==> src/rtl/uart_time_rx.sv <==
// uart_time_rx: 8N1 UART receiver plus time-frame parser.
// Receives four-byte frames {HDR_BYTE, hours, minutes, hours^minutes}, checks
// framing, checksum, range and inter-byte timeout, then loads hours/minutes
// with a one-cycle strobe or reports the rejection cause.
//
// Ports:
//   i_Clock      system clock, rising edge
//   reset        asynchronous active-low reset
//   i_Rx_Serial  UART line (idles high, asynchronous)
//   ore          last accepted hours
//   minute       last accepted minutes
//   load         one-cycle strobe when ore/minute update
//   err          one-cycle strobe when a frame is rejected
//   err_code     last rejection cause: 1 framing, 2 checksum, 3 range/timeout
//
// Bit FSM:
//   state   | meaning
//   S_IDLE  | line idle, waiting for falling edge
//   S_START | timing to middle of start bit, glitch check
//   S_DATA  | sampling 8 data bits LSB first
//   S_STOP  | sampling stop bit
// Parser FSM:
//   state   | meaning
//   P_HDR   | hunting for header byte
//   P_HR    | expecting hours byte
//   P_MIN   | expecting minutes byte
//   P_CHK   | expecting checksum byte
module uart_time_rx #(
  parameter int          CLKS_PER_BIT = 434,
  parameter logic [7:0]  HDR_BYTE     = 8'hA5,
  parameter int          HR_W         = 6,
  parameter int          MIN_W        = 7,
  parameter int          TIMEOUT_BITS = 20
) (
  input  logic             i_Clock,
  input  logic             reset,
  input  logic             i_Rx_Serial,
  output logic [HR_W-1:0]  ore,
  output logic [MIN_W-1:0] minute,
  output logic             load,
  output logic             err,
  output logic [1:0]       err_code
);

  localparam int             CW        = $clog2(CLKS_PER_BIT);
  localparam logic [CW-1:0]  HALF_LOAD = CW'(CLKS_PER_BIT / 2 - 1);
  localparam logic [CW-1:0]  BIT_LOAD  = CW'(CLKS_PER_BIT - 1);
  localparam int             TO_CYC    = TIMEOUT_BITS * CLKS_PER_BIT;
  localparam int             TO_W      = $clog2(TO_CYC);
  localparam logic [TO_W-1:0] TO_LOAD  = TO_W'(TO_CYC - 1);

  typedef enum logic [1:0] {S_IDLE, S_START, S_DATA, S_STOP} bit_state_e;
  typedef enum logic [1:0] {P_HDR, P_HR, P_MIN, P_CHK} prs_state_e;

  logic [1:0]  sync_q;
  logic        rx_s, rx_prev_q, start_det;
  bit_state_e  bit_st_q, bit_st_d;
  logic [CW-1:0] cnt_q, cnt_d;
  logic [2:0]  bit_idx_q, bit_idx_d;
  logic [7:0]  shift_q, shift_d;
  logic        byte_valid_q, byte_valid_d, frame_err_q, frame_err_d;

  prs_state_e  prs_q, prs_d;
  logic [7:0]  hr_tmp_q, hr_tmp_d, min_tmp_q, min_tmp_d;
  logic [TO_W-1:0] to_cnt_q, to_cnt_d;
  logic        counting, timeout;
  logic [HR_W-1:0]  ore_q, ore_d;
  logic [MIN_W-1:0] minute_q, minute_d;
  logic        load_q, load_d, err_q, err_d;
  logic [1:0]  code_q, code_d;

  assign rx_s      = sync_q[1];
  assign start_det = (bit_st_q == S_IDLE) && rx_prev_q && !rx_s;

  always_ff @(posedge i_Clock or negedge reset) begin
    if (!reset) begin
      sync_q       <= 2'b11;
      rx_prev_q    <= 1'b1;
      bit_st_q     <= S_IDLE;
      cnt_q        <= '0;
      bit_idx_q    <= '0;
      shift_q      <= '0;
      byte_valid_q <= 1'b0;
      frame_err_q  <= 1'b0;
    end else begin
      sync_q       <= {sync_q[0], i_Rx_Serial};
      rx_prev_q    <= rx_s;
      bit_st_q     <= bit_st_d;
      cnt_q        <= cnt_d;
      bit_idx_q    <= bit_idx_d;
      shift_q      <= shift_d;
      byte_valid_q <= byte_valid_d;
      frame_err_q  <= frame_err_d;
    end
  end

  // Down-counter reaches zero at each sample point: mid start bit first,
  // then one full bit period per data/stop bit.
  always_comb begin
    bit_st_d     = bit_st_q;
    cnt_d        = cnt_q;
    bit_idx_d    = bit_idx_q;
    shift_d      = shift_q;
    byte_valid_d = 1'b0;
    frame_err_d  = 1'b0;
    case (bit_st_q)
      S_IDLE: begin
        if (start_det) begin
          bit_st_d = S_START;
          cnt_d    = HALF_LOAD;
        end
      end
      S_START: begin
        if (cnt_q == '0) begin
          if (rx_s) bit_st_d = S_IDLE;
          else begin
            bit_st_d  = S_DATA;
            cnt_d     = BIT_LOAD;
            bit_idx_d = '0;
          end
        end else cnt_d = cnt_q - CW'(1);
      end
      S_DATA: begin
        if (cnt_q == '0) begin
          shift_d = {rx_s, shift_q[7:1]};
          cnt_d   = BIT_LOAD;
          if (bit_idx_q == 3'd7) begin
            bit_st_d  = S_STOP;
            bit_idx_d = '0;
          end else bit_idx_d = bit_idx_q + 3'd1;
        end else cnt_d = cnt_q - CW'(1);
      end
      S_STOP: begin
        // Leave for IDLE at mid stop bit so an early next start edge is caught.
        if (cnt_q == '0) begin
          bit_st_d = S_IDLE;
          if (rx_s) byte_valid_d = 1'b1;
          else      frame_err_d  = 1'b1;
        end else cnt_d = cnt_q - CW'(1);
      end
      default: bit_st_d = S_IDLE;
    endcase
  end

  // Inter-byte idle timer only runs mid-frame while the line is idle.
  assign counting = (prs_q != P_HDR) && (bit_st_q == S_IDLE) && !start_det;
  assign timeout  = counting && (to_cnt_q == '0) && !byte_valid_q && !frame_err_q;

  always_comb begin
    prs_d     = prs_q;
    hr_tmp_d  = hr_tmp_q;
    min_tmp_d = min_tmp_q;
    ore_d     = ore_q;
    minute_d  = minute_q;
    load_d    = 1'b0;
    err_d     = 1'b0;
    code_d    = code_q;
    to_cnt_d  = to_cnt_q;

    if (start_det || prs_q == P_HDR || byte_valid_q) to_cnt_d = TO_LOAD;
    else if (counting && to_cnt_q != '0)            to_cnt_d = to_cnt_q - TO_W'(1);

    if (frame_err_q) begin
      err_d  = 1'b1;
      code_d = 2'd1;
      prs_d  = P_HDR;
    end else if (byte_valid_q) begin
      case (prs_q)
        P_HDR: if (shift_q == HDR_BYTE) prs_d = P_HR;
        P_HR: begin
          hr_tmp_d = shift_q;
          prs_d    = P_MIN;
        end
        P_MIN: begin
          min_tmp_d = shift_q;
          prs_d     = P_CHK;
        end
        P_CHK: begin
          prs_d = P_HDR;
          if (shift_q != (hr_tmp_q ^ min_tmp_q)) begin
            err_d  = 1'b1;
            code_d = 2'd2;
          end else if (hr_tmp_q > 8'd23 || min_tmp_q > 8'd59) begin
            err_d  = 1'b1;
            code_d = 2'd3;
          end else begin
            ore_d    = hr_tmp_q[HR_W-1:0];
            minute_d = min_tmp_q[MIN_W-1:0];
            load_d   = 1'b1;
          end
        end
        default: prs_d = P_HDR;
      endcase
    end else if (timeout) begin
      err_d  = 1'b1;
      code_d = 2'd3;
      prs_d  = P_HDR;
    end
  end

  always_ff @(posedge i_Clock or negedge reset) begin
    if (!reset) begin
      prs_q     <= P_HDR;
      hr_tmp_q  <= '0;
      min_tmp_q <= '0;
      to_cnt_q  <= TO_LOAD;
      ore_q     <= '0;
      minute_q  <= '0;
      load_q    <= 1'b0;
      err_q     <= 1'b0;
      code_q    <= 2'd0;
    end else begin
      prs_q     <= prs_d;
      hr_tmp_q  <= hr_tmp_d;
      min_tmp_q <= min_tmp_d;
      to_cnt_q  <= to_cnt_d;
      ore_q     <= ore_d;
      minute_q  <= minute_d;
      load_q    <= load_d;
      err_q     <= err_d;
      code_q    <= code_d;
    end
  end

  assign ore      = ore_q;
  assign minute   = minute_q;
  assign load     = load_q;
  assign err      = err_q;
  assign err_code = code_q;

endmodule

==> config.mk <==
export PLATFORM = sky130hd
export DESIGN_NAME = uart_time_rx
export DESIGN_NICKNAME = d
export VERILOG_FILES = /design/src/rtl/uart_time_rx.sv
export SDC_FILE = /design/constraint.sdc
export NUM_CORES = 1
export LEC_CHECK = 0
export CAP_MARGIN = 10
export CORE_MARGIN = 3
export CORE_UTILIZATION = 62
export CTS_BUF_LIST = sky130_fd_sc_hd__clkbuf_4 sky130_fd_sc_hd__clkbuf_8
export DETAILED_ROUTE_END_ITERATION = 7
export GPL_TIMING_DRIVEN = 1
export PLACE_DENSITY = 0.82
export SLEW_MARGIN = 25
export SYNTH_ARGS = -nofsm -noshare
export SYNTH_HDL_FRONTEND = slang
export SYNTH_SLANG_ARGS = --single-unit
==> constraint.sdc <==
create_clock -name i_Clock -period 2.8 [get_ports i_Clock]
set_input_delay 0.28 -clock i_Clock [delete_from_list [all_inputs] [get_ports i_Clock]]
set_output_delay 0.28 -clock i_Clock [all_outputs]
set_load 0.005 [all_outputs]
==> results of run 1 <==
[worst max-delay path, stage by stage, from the launching register on]
cell     delay [ps]
dfrtp_1         400
xnor3_1         390
nand4_1         130
or4_4           590
nor3_4          180
buf_4           260
mux2_2          360
[Yosys cell counts (all sizes together), types with 4 or more instances]
cell type / instances / area share [%]
nand2b: 4 / 0.65
nor4: 9 / 1.6
dfstp: 11 / 7.5
a22o: 4 / 0.91
o21ai: 10 / 1.3
nand2: 23 / 2.2
nand3: 5 / 0.65
nor2: 22 / 2.1
nor2b: 4 / 0.65
inv: 10 / 0.97
clkbuf: 7 / 0.68
a211oi: 5 / 0.97
or4: 5 / 1.2
ha: 16 / 5.2
mux2: 35 / 11
dfrtp: 65 / 42
xnor2: 14 / 3.2
nor3: 7 / 1.2
xnor3: 6 / 3.5
a21oi: 18 / 2.3
[power by group]
| group | switching (mW) | internal (mW) | leakage [nW] |
|---|---|---|---|
| registers | 0.0977 | 1.20 | 1.01 |
| logic | 0.501 | 0.355 | 0.843 |
| clock network | 0.410 | 0.498 | 0.105 |
[registers in the layout, indices dropped and copies added (netlist names), 3 cells and up, named ones only]
| signal | flops |
|---|---|
| min_tmp_q | 8 |
| shift_q | 8 |
| ore | 6 |
| cnt_q | 9 |
| minute | 7 |
| to_cnt_q | 14 |
| hr_tmp_q | 8 |
| bit_idx_q | 3 |
[cell type report]
type | instances | share of cell area (%)
timing repair buffer | 23 | 5.000
inverter | 10 | 0.8621
sequential | 76 | 43.99
multi-input combinational | 233 | 43.07
tap | 75 | 2.155
clock buffer | 9 | 2.845
clock inverter | 6 | 2.069
[metal layers]
layer  vias up  part of all wire [%]
met5         -                     0
met4         0                   2.2
met3        16                   4.6
met2        60                    47
met1      1272                    46
li1       1248                     -
[cells by family after synthesis]
kind of cell / Yosys count / synth area share [%]
AND/OR/NAND/NOR: 101 / 14.65
flip-flops: 76 / 49.50
AO/OA/AOI/OAI: 60 / 10.77
multiplexers: 36 / 11.22
XOR/XNOR: 20 / 6.660
buffers and inverters: 19 / 2.037
adder cells (fa/ha/maj): 16 / 5.173
[cell usage in the layout (no fill, tap or decap), types with 3 or more instances in the layout]
| master | Yosys | routed |
|---|---|---|
| dfrtp_1 | 65 | 65 |
| mux2_2 | 27 | 27 |
| nand2_1 | 23 | 23 |
| nor2_1 | 22 | 22 |
| a21oi_1 | 18 | 18 |
| clkdlybuf4s50_1 | 0 | 18 |
| ha_1 | 16 | 16 |
| xnor2_1 | 14 | 14 |
| dfstp_2 | 11 | 11 |
| inv_1 | 10 | 10 |
| o21ai_0 | 9 | 9 |
| clkbuf_8 | 0 | 9 |
| nor4_1 | 8 | 8 |
| mux2_4 | 8 | 8 |
| xnor3_1 | 6 | 6 |
| nor3_1 | 6 | 6 |
| a211oi_1 | 5 | 5 |
| nand3_1 | 5 | 5 |
| buf_4 | 0 | 5 |
| nand2b_1 | 4 | 4 |
| nor2b_1 | 4 | 4 |
| a22o_1 | 4 | 4 |
| and3_1 | 3 | 3 |
| or4_1 | 3 | 3 |
| nand4_1 | 3 | 3 |
| a211o_1 | 3 | 3 |
| o22ai_1 | 3 | 3 |
| or3_1 | 3 | 3 |
[worst paths after layout]
| check | slack [ps] | endpoint | cells after the start |
|---|---|---|---|
| setup / recovery | 380 | minute[0] | 6 |
| hold / removal | 60 | err | 1 |
| setup reg to reg | 380 | minute[0] | 6 |
| hold reg to reg | 360 | sync_q[1] | 0 |
| max in group asynchronous | 2160 | bit_idx_q[2] | 1 |
| min in group i_Clock | 340 | sync_q[0] | 1 |
[metrics by stage]
| stage | total power, mW | hold slack (ps) | instances |
|---|---|---|---|
| 2_1_floorplan | 1.935 | -15.59 | 328 |
| 3_3_place_gp | 2.126 | 346.3 | 417 |
| 3_5_place_dp | 2.157 | 347.9 | 417 |
| 4_1_cts | 3.067 | 98.65 | 432 |
| 5_1_grt | 3.238 | 123.1 | 432 |
| 6_report | 3.060 | 59.80 | 432 |
==> key figures, run 1 <==
Setup path
  • Worst-path fanout max: 13
  • FF-to-FF Start: hr_tmp_q[1]
  • CP Launch Type: register
  • Worst path arrival time: 2660 ps
  • Crit path launch: hr_tmp_q[1]
  • Crit path required time: 3040 ps
  • Setup CP Type: register to register
  • CP endpoint kind: register

Clocking
  • Root Buffer: clkbuf_8
  • PostCTS Resize Cnt: 0
  • Setup Fix Bufs, Post-CTS: 0
  • Max Buffers Root-to-Sink: 2
  • H-Tree Depth: 3
  • Worst-path clk slew: 80 ps
  • TritonCTS clock tree: yes
  • CTS Hold Bufs: 0
  • Skew-Pair Late Insertion Delay: 350 ps
  • Num CTS Buffers: 9
  • Num Clock Sinks: 76

Place
  • Post-DP HPWL: 5059 um
  • Post-DP Area: 4140 um^2
  • Buffers on Ports: 19
  • Pre-CTS setup slack: 376.7 ps
  • Placer Congestion: 0.8775

Layout
  • Finished Core Util: 72.68%
  • Area Growth Syn to Fin: 12.51%
  • Layout Nets: 372
  • Post-Layout Inst Area: 4354 um^2
  • Number of fill cells: 406
  • Multi-input logic area: 1876 um^2
  • Reg area: 1916 um^2
  • Antenna cells: 0
  • Share of post-route cells with drive strength above 1: 20.73%

Logic synthesis
  • Synthesized area per cell: 11.80 um^2
  • EDFF count, synth: 0
  • Post-synth net total: 347
  • Top_reg_cell synth: dfrtp_1
  • Async SR Flop Fraction: 100.0%
  • Register area share after synthesis: 49.50%
  • Post-Synthesis Cells: 328
  • Cell Area, Synth: 3870 um^2
  • Synth unique cells: 56
  • Ys Warns: 0
  • Seq cells post-synth: 76

Global route
  • Global route total overflow: 0
  • GRT met2 Usage: 33.97%
  • Global route hottest layer: met2
  • M3 GR Usage: 3.883%
  • First-pass GRT wire length: 12,740 um
  • Initial antenna violation count: 0
  • GRT Total Usage: 21.92%
  • Vias in the first global route: 2,762
  • M1 GR Usage: 30.68%
  • Largest net degree at the start of global routing: 77

Die
  • Core Box Area: 5991 um^2
  • Die Y: 85.01 um
  • # rows: 28
  • Die X: 85.01 um
  • Number of I/O pins: 20
  • Die area: 7226 um^2
  • Initial Util: 64.60%

Route
  • First-pass DRT Iterations: 4
  • Via-to-Cell Ratio: 6.009
  • Total wire length: 7263 um
  • DR vias: 2,596
  • WL per Instance: 16.81 um
  • DRT iter0 DRCs: 148
  • Post-route DRC: 0
  • Post-route ant nets: 0

Power
  • Power Density: 702.7 nW/um^2
  • Maximum VDD drop: 671.6 uV
  • Leak: 1.955 nW

Timing
  • Tcrit/Tclk final: 86.54%
  • Clock skew: 9.239 ps
  • Setup violations, final: 0
  • Hold Vio Cnt, Final: 0
  • Max Clk Rate: 412.7 MHz
  • Post-layout minimum cycle time: 2423 ps
  • Final slew viol count: 0
  • Slew Limit Headroom: 39.16%
  • Unrepaired setup endpoints after global routing: no
  • Setup ws final: 376.8 ps
  • Setup TNS Final: 0 ps
  • Worst slew pin tran: 912.6 ps

Status
  • Status: complete, no violations

Min path
  • Worst hold path class: input pin to async pin

Job
  • MaxCap Viol Count: 0
Note: power is estimated with default switching activity, not from simulation.
==> run 2, diff against run 1 <==
--- a/config.mk
+++ b/config.mk
@@ -10,7 +10,8 @@
 export CORE_UTILIZATION = 62
 export CTS_BUF_LIST = sky130_fd_sc_hd__clkbuf_4 sky130_fd_sc_hd__clkbuf_8
 export DETAILED_ROUTE_END_ITERATION = 7
-export GPL_TIMING_DRIVEN = 1
+export GPL_TIMING_DRIVEN = 0
+export HOLD_SLACK_MARGIN = 0.1
 export PLACE_DENSITY = 0.82
 export SLEW_MARGIN = 25
 export SYNTH_ARGS = -nofsm -noshare
==> key figures, run 2 (same netlist as run 1, synthesis figures left out) <==
Status
  • Status: complete, no violations

Place
  • Placer Congestion: 0.8835 (+0.68%)
  • Pre-CTS setup slack: 250.1 ps (-126.5 ps)
  • Buffers on Ports: 19 (unchanged)
  • Post-DP Area: 4179 um^2 (+0.94%)
  • Post-DP HPWL: 5169 um (+2.2%)

Clocking
  • Root Buffer: clkbuf_8
  • Num Clock Sinks: 76 (unchanged)
  • Worst-path clk slew: 90 ps (about the same)
  • Skew-Pair Late Insertion Delay: 350 ps (about the same)
  • TritonCTS clock tree: yes
  • CTS Hold Bufs: 1 (+1)
  • Num CTS Buffers: 9 (unchanged)
  • Max Buffers Root-to-Sink: 2 (unchanged)
  • H-Tree Depth: 3 (unchanged)
  • PostCTS Resize Cnt: 0 (unchanged)
  • Setup Fix Bufs, Post-CTS: 0 (unchanged)

Setup path
  • WP buf/inv: 1 (unchanged)
  • Worst path arrival time: 2830 ps (+170 ps)
  • Critical-path top delay cell: or4_4
  • CP max stage delay: 610 ps (+20 ps)
  • Top Family by Delay on Critical Path: simple AND/OR/NAND/NOR gates
  • Ordered list of cells on the worst path: xnor3_1 > nand4_1 > or4_4 > nor3_4 > buf_6 > mux2_4
  • Worst-path fanout max: 10 (-3)
  • CP Launch Type: register
  • Setup CP Type: register to register
  • CP endpoint kind: register
  • Crit path required time: 3040 ps (about the same)
  • FF-to-FF Start: hr_tmp_q[1]
  • Crit path launch: hr_tmp_q[1]

Layout
  • Layout Nets: 379 (+1.9%)
  • Antenna cells: 0 (unchanged)
  • Reg area: 1916 um^2 (unchanged)
  • Area Growth Syn to Fin: 12.90%
  • Multi-input logic area: 1876 um^2 (unchanged)
  • Post-Layout Inst Area: 4369 um^2 (+0.34%)
  • Most frequent cells in the layout: dfrtp_1, mux2_2, nand2_1, nor2_1
  • Biggest register: to_cnt_q
  • Finished Core Util: 72.93% (+0.25 points)
  • Max reg flops: 14 (unchanged)
  • Number of fill cells: 426 (+4.9%)
  • Most common cell after layout, fill and taps aside: dfrtp_1
  • Share of post-route cells with drive strength above 1: 20.00% (-0.73 points)
  • Largest regs: to_cnt_q (14), cnt_q (9)

Route
  • Post-route ant nets: 0 (unchanged)
  • DR vias: 2,638 (+1.6%)
  • WL per Instance: 16.76 um (-0.33%)
  • Post-route DRC: 0 (unchanged)
  • First-pass DRT Iterations: 4 (unchanged)
  • Via-to-Cell Ratio: 5.995 (-0.23%)
  • Total wire length: 7373 um (+1.5%)
  • DRT iter0 DRCs: 95 (-36%)

Min path
  • Hold wc startpoint: i_Rx_Serial
  • Worst hold path class: input pin to register

Die
  • Core Box Area: 5991 um^2 (unchanged)
  • Initial Util: 64.60% (unchanged)
  • # rows: 28 (unchanged)
  • Number of I/O pins: 20 (unchanged)
  • Die X: 85.01 um (unchanged)
  • Die area: 7226 um^2 (unchanged)
  • Die Y: 85.01 um (unchanged)

Global route
  • GRT Total Usage: 22.14% (+0.22 points)
  • First-pass GRT wire length: 12,770 um (+0.22%)
  • Vias in the first global route: 2,686 (-2.8%)
  • Largest net degree at the start of global routing: 54 (-30%)
  • Global route total overflow: 0 (unchanged)
  • Initial antenna violation count: 0 (unchanged)

Power
  • Power Density: 672.9 nW/um^2 (-4.2%)
  • Maximum VDD drop: 632.9 uV (-5.8%)
  • Leak: 1.952 nW (-0.17%)
  • Tot Pwr: 2.940 mW (-3.9%)

Timing
  • Setup ws final: 215.8 ps (-161.0 ps)
  • Final slew viol count: 0 (unchanged)
  • Unrepaired setup endpoints after global routing: no
  • Max Clk Rate: 387.0 MHz (-6.2%)
  • Worst slew pin tran: 938.8 ps (+26.24 ps)
  • Post-layout minimum cycle time: 2584 ps (+161.0 ps)
  • Setup violations, final: 0 (unchanged)
  • Tcrit/Tclk final: 92.29% (+5.8 points)
  • Slew Limit Headroom: 37.03% (-2.1 points)
  • Hold Vio Cnt, Final: 0 (unchanged)
  • Clock skew: 11.96 ps (+2.721 ps)

Job
  • MaxCap Viol Count: 0 (unchanged)
==> run 2: per-stage QoR <==
| stage | TNS (ps) | cells | hold slack (ps) |
|---|---|---|---|
| floorplan | 0 | 328 | -15.59 |
| global placement | -75700 | 422 | 346.5 |
| detailed placement | 0 | 423 | 204.0 |
| CTS | 0 | 440 | 327.3 |
| global route | 0 | 440 | 334.6 |
| finish | 0 | 440 | 337.0 |
==> run 2: worst paths after layout <==
| check | endpoint | depth (start not counted) | slack [ps] |
|---|---|---|---|
| setup / recovery | minute[4] | 6 | 220 |
| hold / removal | sync_q[0] | 1 | 340 |
| setup reg to reg | minute[4] | 6 | 220 |
| hold reg to reg | sync_q[1] | 0 | 360 |
| max in group asynchronous | sync_q[0] | 3 | 1830 |
| min in group asynchronous | ore[4] | 2 | 370 |
==> run 2: worst reg2reg max path, delay by kind of cell (launching register included) <==
family,cells,cell delay [ps]
buffers and inverters,1,240
xor gates and xnor gates,1,380
and+or+nand+nor,3,1140
muxes,1,320
DFF,1,410
==> run 2: layer usage <==
layer / up-vias / global-route usage [%] / wire length (um)
met2: 52 / 34.68 / 3501
met1: 1318 / 30.73 / 3521
li1: 1259 / - / -
met3: 9 / 4.660 / 241
met5: - / 0 / 0
met4: 0 / 8.058 / 108
==> run 2: power breakdown <==
part | switching [mW] | internal (mW) | total, mW
Sequential | 0.100 | 1.20 | 1.30
Combinational | 0.512 | 0.346 | 0.858
Clock | 0.450 | 0.334 | 0.784
==> run 2: final cells by class <==
class                   instances  share of cell area, %
plain buffers                   9                 0.9450
clock buffers                   9                  2.835
clock inverters                 7                  1.289
inverters                      10                 0.8591
multi-input cells             233                  42.93
flip-flops and latches         76                  43.84
well taps                      75                  2.148
repair buffers                 21                  5.155
==> run 3, diff against run 2 <==
--- a/config.mk
+++ b/config.mk
@@ -13,6 +13,7 @@
 export GPL_TIMING_DRIVEN = 0
 export HOLD_SLACK_MARGIN = 0.1
 export PLACE_DENSITY = 0.82
+export RECOVER_POWER = 25
 export SLEW_MARGIN = 25
 export SYNTH_ARGS = -nofsm -noshare
 export SYNTH_HDL_FRONTEND = slang
==> key figures, run 3 (same netlist as run 1, synthesis figures left out) <==
Status
  • Status: complete, no violations

Timing
  • Hold Vio Cnt, Final: 0 (unchanged)
  • Worst slew pin tran: 1365 ps (+426.4 ps)
  • Max Clk Rate: 387.0 MHz (about the same)
  • Post-layout minimum cycle time: 2584 ps (-0.4020 ps)
  • Unrepaired setup endpoints after global routing: no
  • Clock skew: 11.96 ps (-0.002200 ps)
  • Setup violations, final: 0 (unchanged)
  • Slew Limit Headroom: 8.980% (-28 points)
  • Final slew viol count: 0 (unchanged)
  • Min Hold Slack: 362.8 ps (+25.76 ps)
  • Tcrit/Tclk final: 92.28% (about the same)

Layout
  • Largest regs: to_cnt_q (14), cnt_q (9)
  • Max reg flops: 14 (unchanged)
  • Area Growth Syn to Fin: 12.80% (about the same)
  • Antenna cells: 0 (unchanged)
  • Layout Nets: 379 (unchanged)
  • Share of post-route cells with drive strength above 1: 19.73% (-0.27 points)
  • Biggest register: to_cnt_q
  • Most frequent cells in the layout: dfrtp_1, mux2_2, nand2_1, nor2_1, a21oi_1
  • Most common cell after layout, fill and taps aside: dfrtp_1
  • Multi-input logic area: 1876 um^2 (unchanged)
  • Number of fill cells: 428 (+0.47%)
  • Finished Core Util: 72.87% (about the same)
  • Reg area: 1916 um^2 (unchanged)

Route
  • WL per Instance: 16.73 um (-0.14%)
  • DR vias: 2,642 (+0.15%)
  • Post-route DRC: 0 (unchanged)
  • Post-route ant nets: 0 (unchanged)
  • DRT iter0 DRCs: 95 (unchanged)
  • Total wire length: 7363 um (-0.14%)
  • Via-to-Cell Ratio: 6.005 (+0.15%)
  • First-pass DRT Iterations: 4 (unchanged)

Setup path
  • FF-to-FF path depth: 6 (unchanged)
  • Reg-to-reg slack, setup: 220 ps (about the same)
  • Worst path arrival time: 2830 ps (about the same)
  • Setup CP Type: register to register
  • Worst R2R End: minute[4]
  • CP Launch Type: register
  • Worst-path fanout max: 10 (unchanged)
  • FF-to-FF Start: hr_tmp_q[1]
  • CP endpoint kind: register
  • Crit path required time: 3040 ps (about the same)

Place
  • Buffers on Ports: 19 (unchanged)
  • Placer Congestion: 0.8835 (unchanged)
  • Post-DP HPWL: 5169 um (unchanged)

Clocking
  • Num Clock Sinks: 76 (unchanged)
  • Root Buffer: clkbuf_8
  • H-Tree Depth: 3 (unchanged)
  • CTS Hold Bufs: 1 (unchanged)
  • Skew-Pair Late Insertion Delay: 350 ps (about the same)
  • TritonCTS clock tree: yes
  • Num CTS Buffers: 9 (unchanged)
  • Worst-path clk slew: 90 ps (about the same)
  • PostCTS Resize Cnt: 0 (unchanged)
  • Max Buffers Root-to-Sink: 2 (unchanged)
  • Setup Fix Bufs, Post-CTS: 0 (unchanged)

Global route
  • Global route total overflow: 0 (unchanged)
  • GRT Total Usage: 22.14% (unchanged)
  • Largest net degree at the start of global routing: 54 (unchanged)
  • Vias in the first global route: 2,686 (unchanged)
  • Initial antenna violation count: 0 (unchanged)
  • First-pass GRT wire length: 12,770 um (unchanged)

Die
  • Die X: 85.01 um (unchanged)
  • Initial Util: 64.60% (unchanged)
  • Number of I/O pins: 20 (unchanged)
  • Die Y: 85.01 um (unchanged)
  • Die area: 7226 um^2 (unchanged)
  • # rows: 28 (unchanged)
  • Core Box Area: 5991 um^2 (unchanged)

Min path
  • Hold wc startpoint: sync_q[0]
  • Hold Crit Endpoint: sync_q[1]
  • Worst hold path class: register to register
  • Hold depth: 0 (-1)

Power
  • Clock power frac: 26.7% (about the same)
  • Net Sw Frac: 36.10% (about the same)
  • Leak: 1.948 nW (-0.17%)
  • Combinational power share: 29.2% (about the same)
  • Cell Int Power: 1.878 mW (about the same)
  • Seq pwr share: 44.1% (about the same)
  • Net Sw Power: 1.061 mW (about the same)
  • Power Density: 673.2 nW/um^2 (about the same)
  • Maximum VDD drop: 634.3 uV (+0.21%)

Job
  • MaxCap Viol Count: 0 (unchanged)
[run 3: how the worst max path moves through the flow]
| stage | from | end | slack [ps] |
|---|---|---|---|
| 2_1_floorplan | hr_tmp_q[1] | minute[3] | 560 |
| 3_3_place_gp | reset | bit_idx_q[0] | -1120 |
| 3_5_place_dp | hr_tmp_q[1] | ore[2] | 250 |
| 4_1_cts | hr_tmp_q[1] | minute[4] | 230 |
| 5_1_grt | cnt_q[4] | cnt_q[7] | 10 |
| 6_report | hr_tmp_q[1] | minute[4] | 220 |
[run 3: layout make-up]
cell class              count  area share (%)
plain buffers               9          0.9458
clock buffers               9           2.837
clock inverters             7           1.290
inverters                  10          0.8598
multi-input cells         233           42.96
flip-flops and latches     76           43.88
well taps                  75           2.150
repair buffers             21           5.073
[run 3: per-layer routing]
metal | vias up | global-route usage [%] | share of wire [%]
li1 | 1259 | - | -
met1 | 1324 | 30.73 | 48
met2 | 50 | 34.68 | 48
met3 | 9 | 4.660 | 3.3
met4 | 0 | 8.058 | 1.5
met5 | - | 0 | 0
[run 3: critical path: stages (launching register included)]
cell and delay, ps:
dfrtp_1 410, xnor3_1 380, nand4_1 150, or4_4 610, nor3_4 380, buf_6 240
mux2_4 310
[run 3: per-stage QoR]
step | power, mW | area (um^2) | setup slack, ps | cells | setup TNS [ps]
after global placement | 2.117 | 4154 | -1125 | 422 | -75700
after global routing | 3.120 | 4365 | 10.67 | 440 | 0
after detailed placement | 2.159 | 4179 | 250.1 | 423 | 0
after CTS | 2.941 | 4369 | 229.8 | 440 | 0
after floorplan | 1.935 | 3870 | 558.5 | 328 | 0
final | 2.939 | 4365 | 216.2 | 440 | 0
[run 3: power groups by stage]
stage	registers (mW)	clock network (mW)	logic, mW
final	1.30	0.785	0.857
after detailed placement	1.31	0	0.845
after floorplan	1.29	0	0.646
after global routing	1.31	0.842	0.965
after CTS	1.29	0.794	0.853
after global placement	1.31	0	0.810
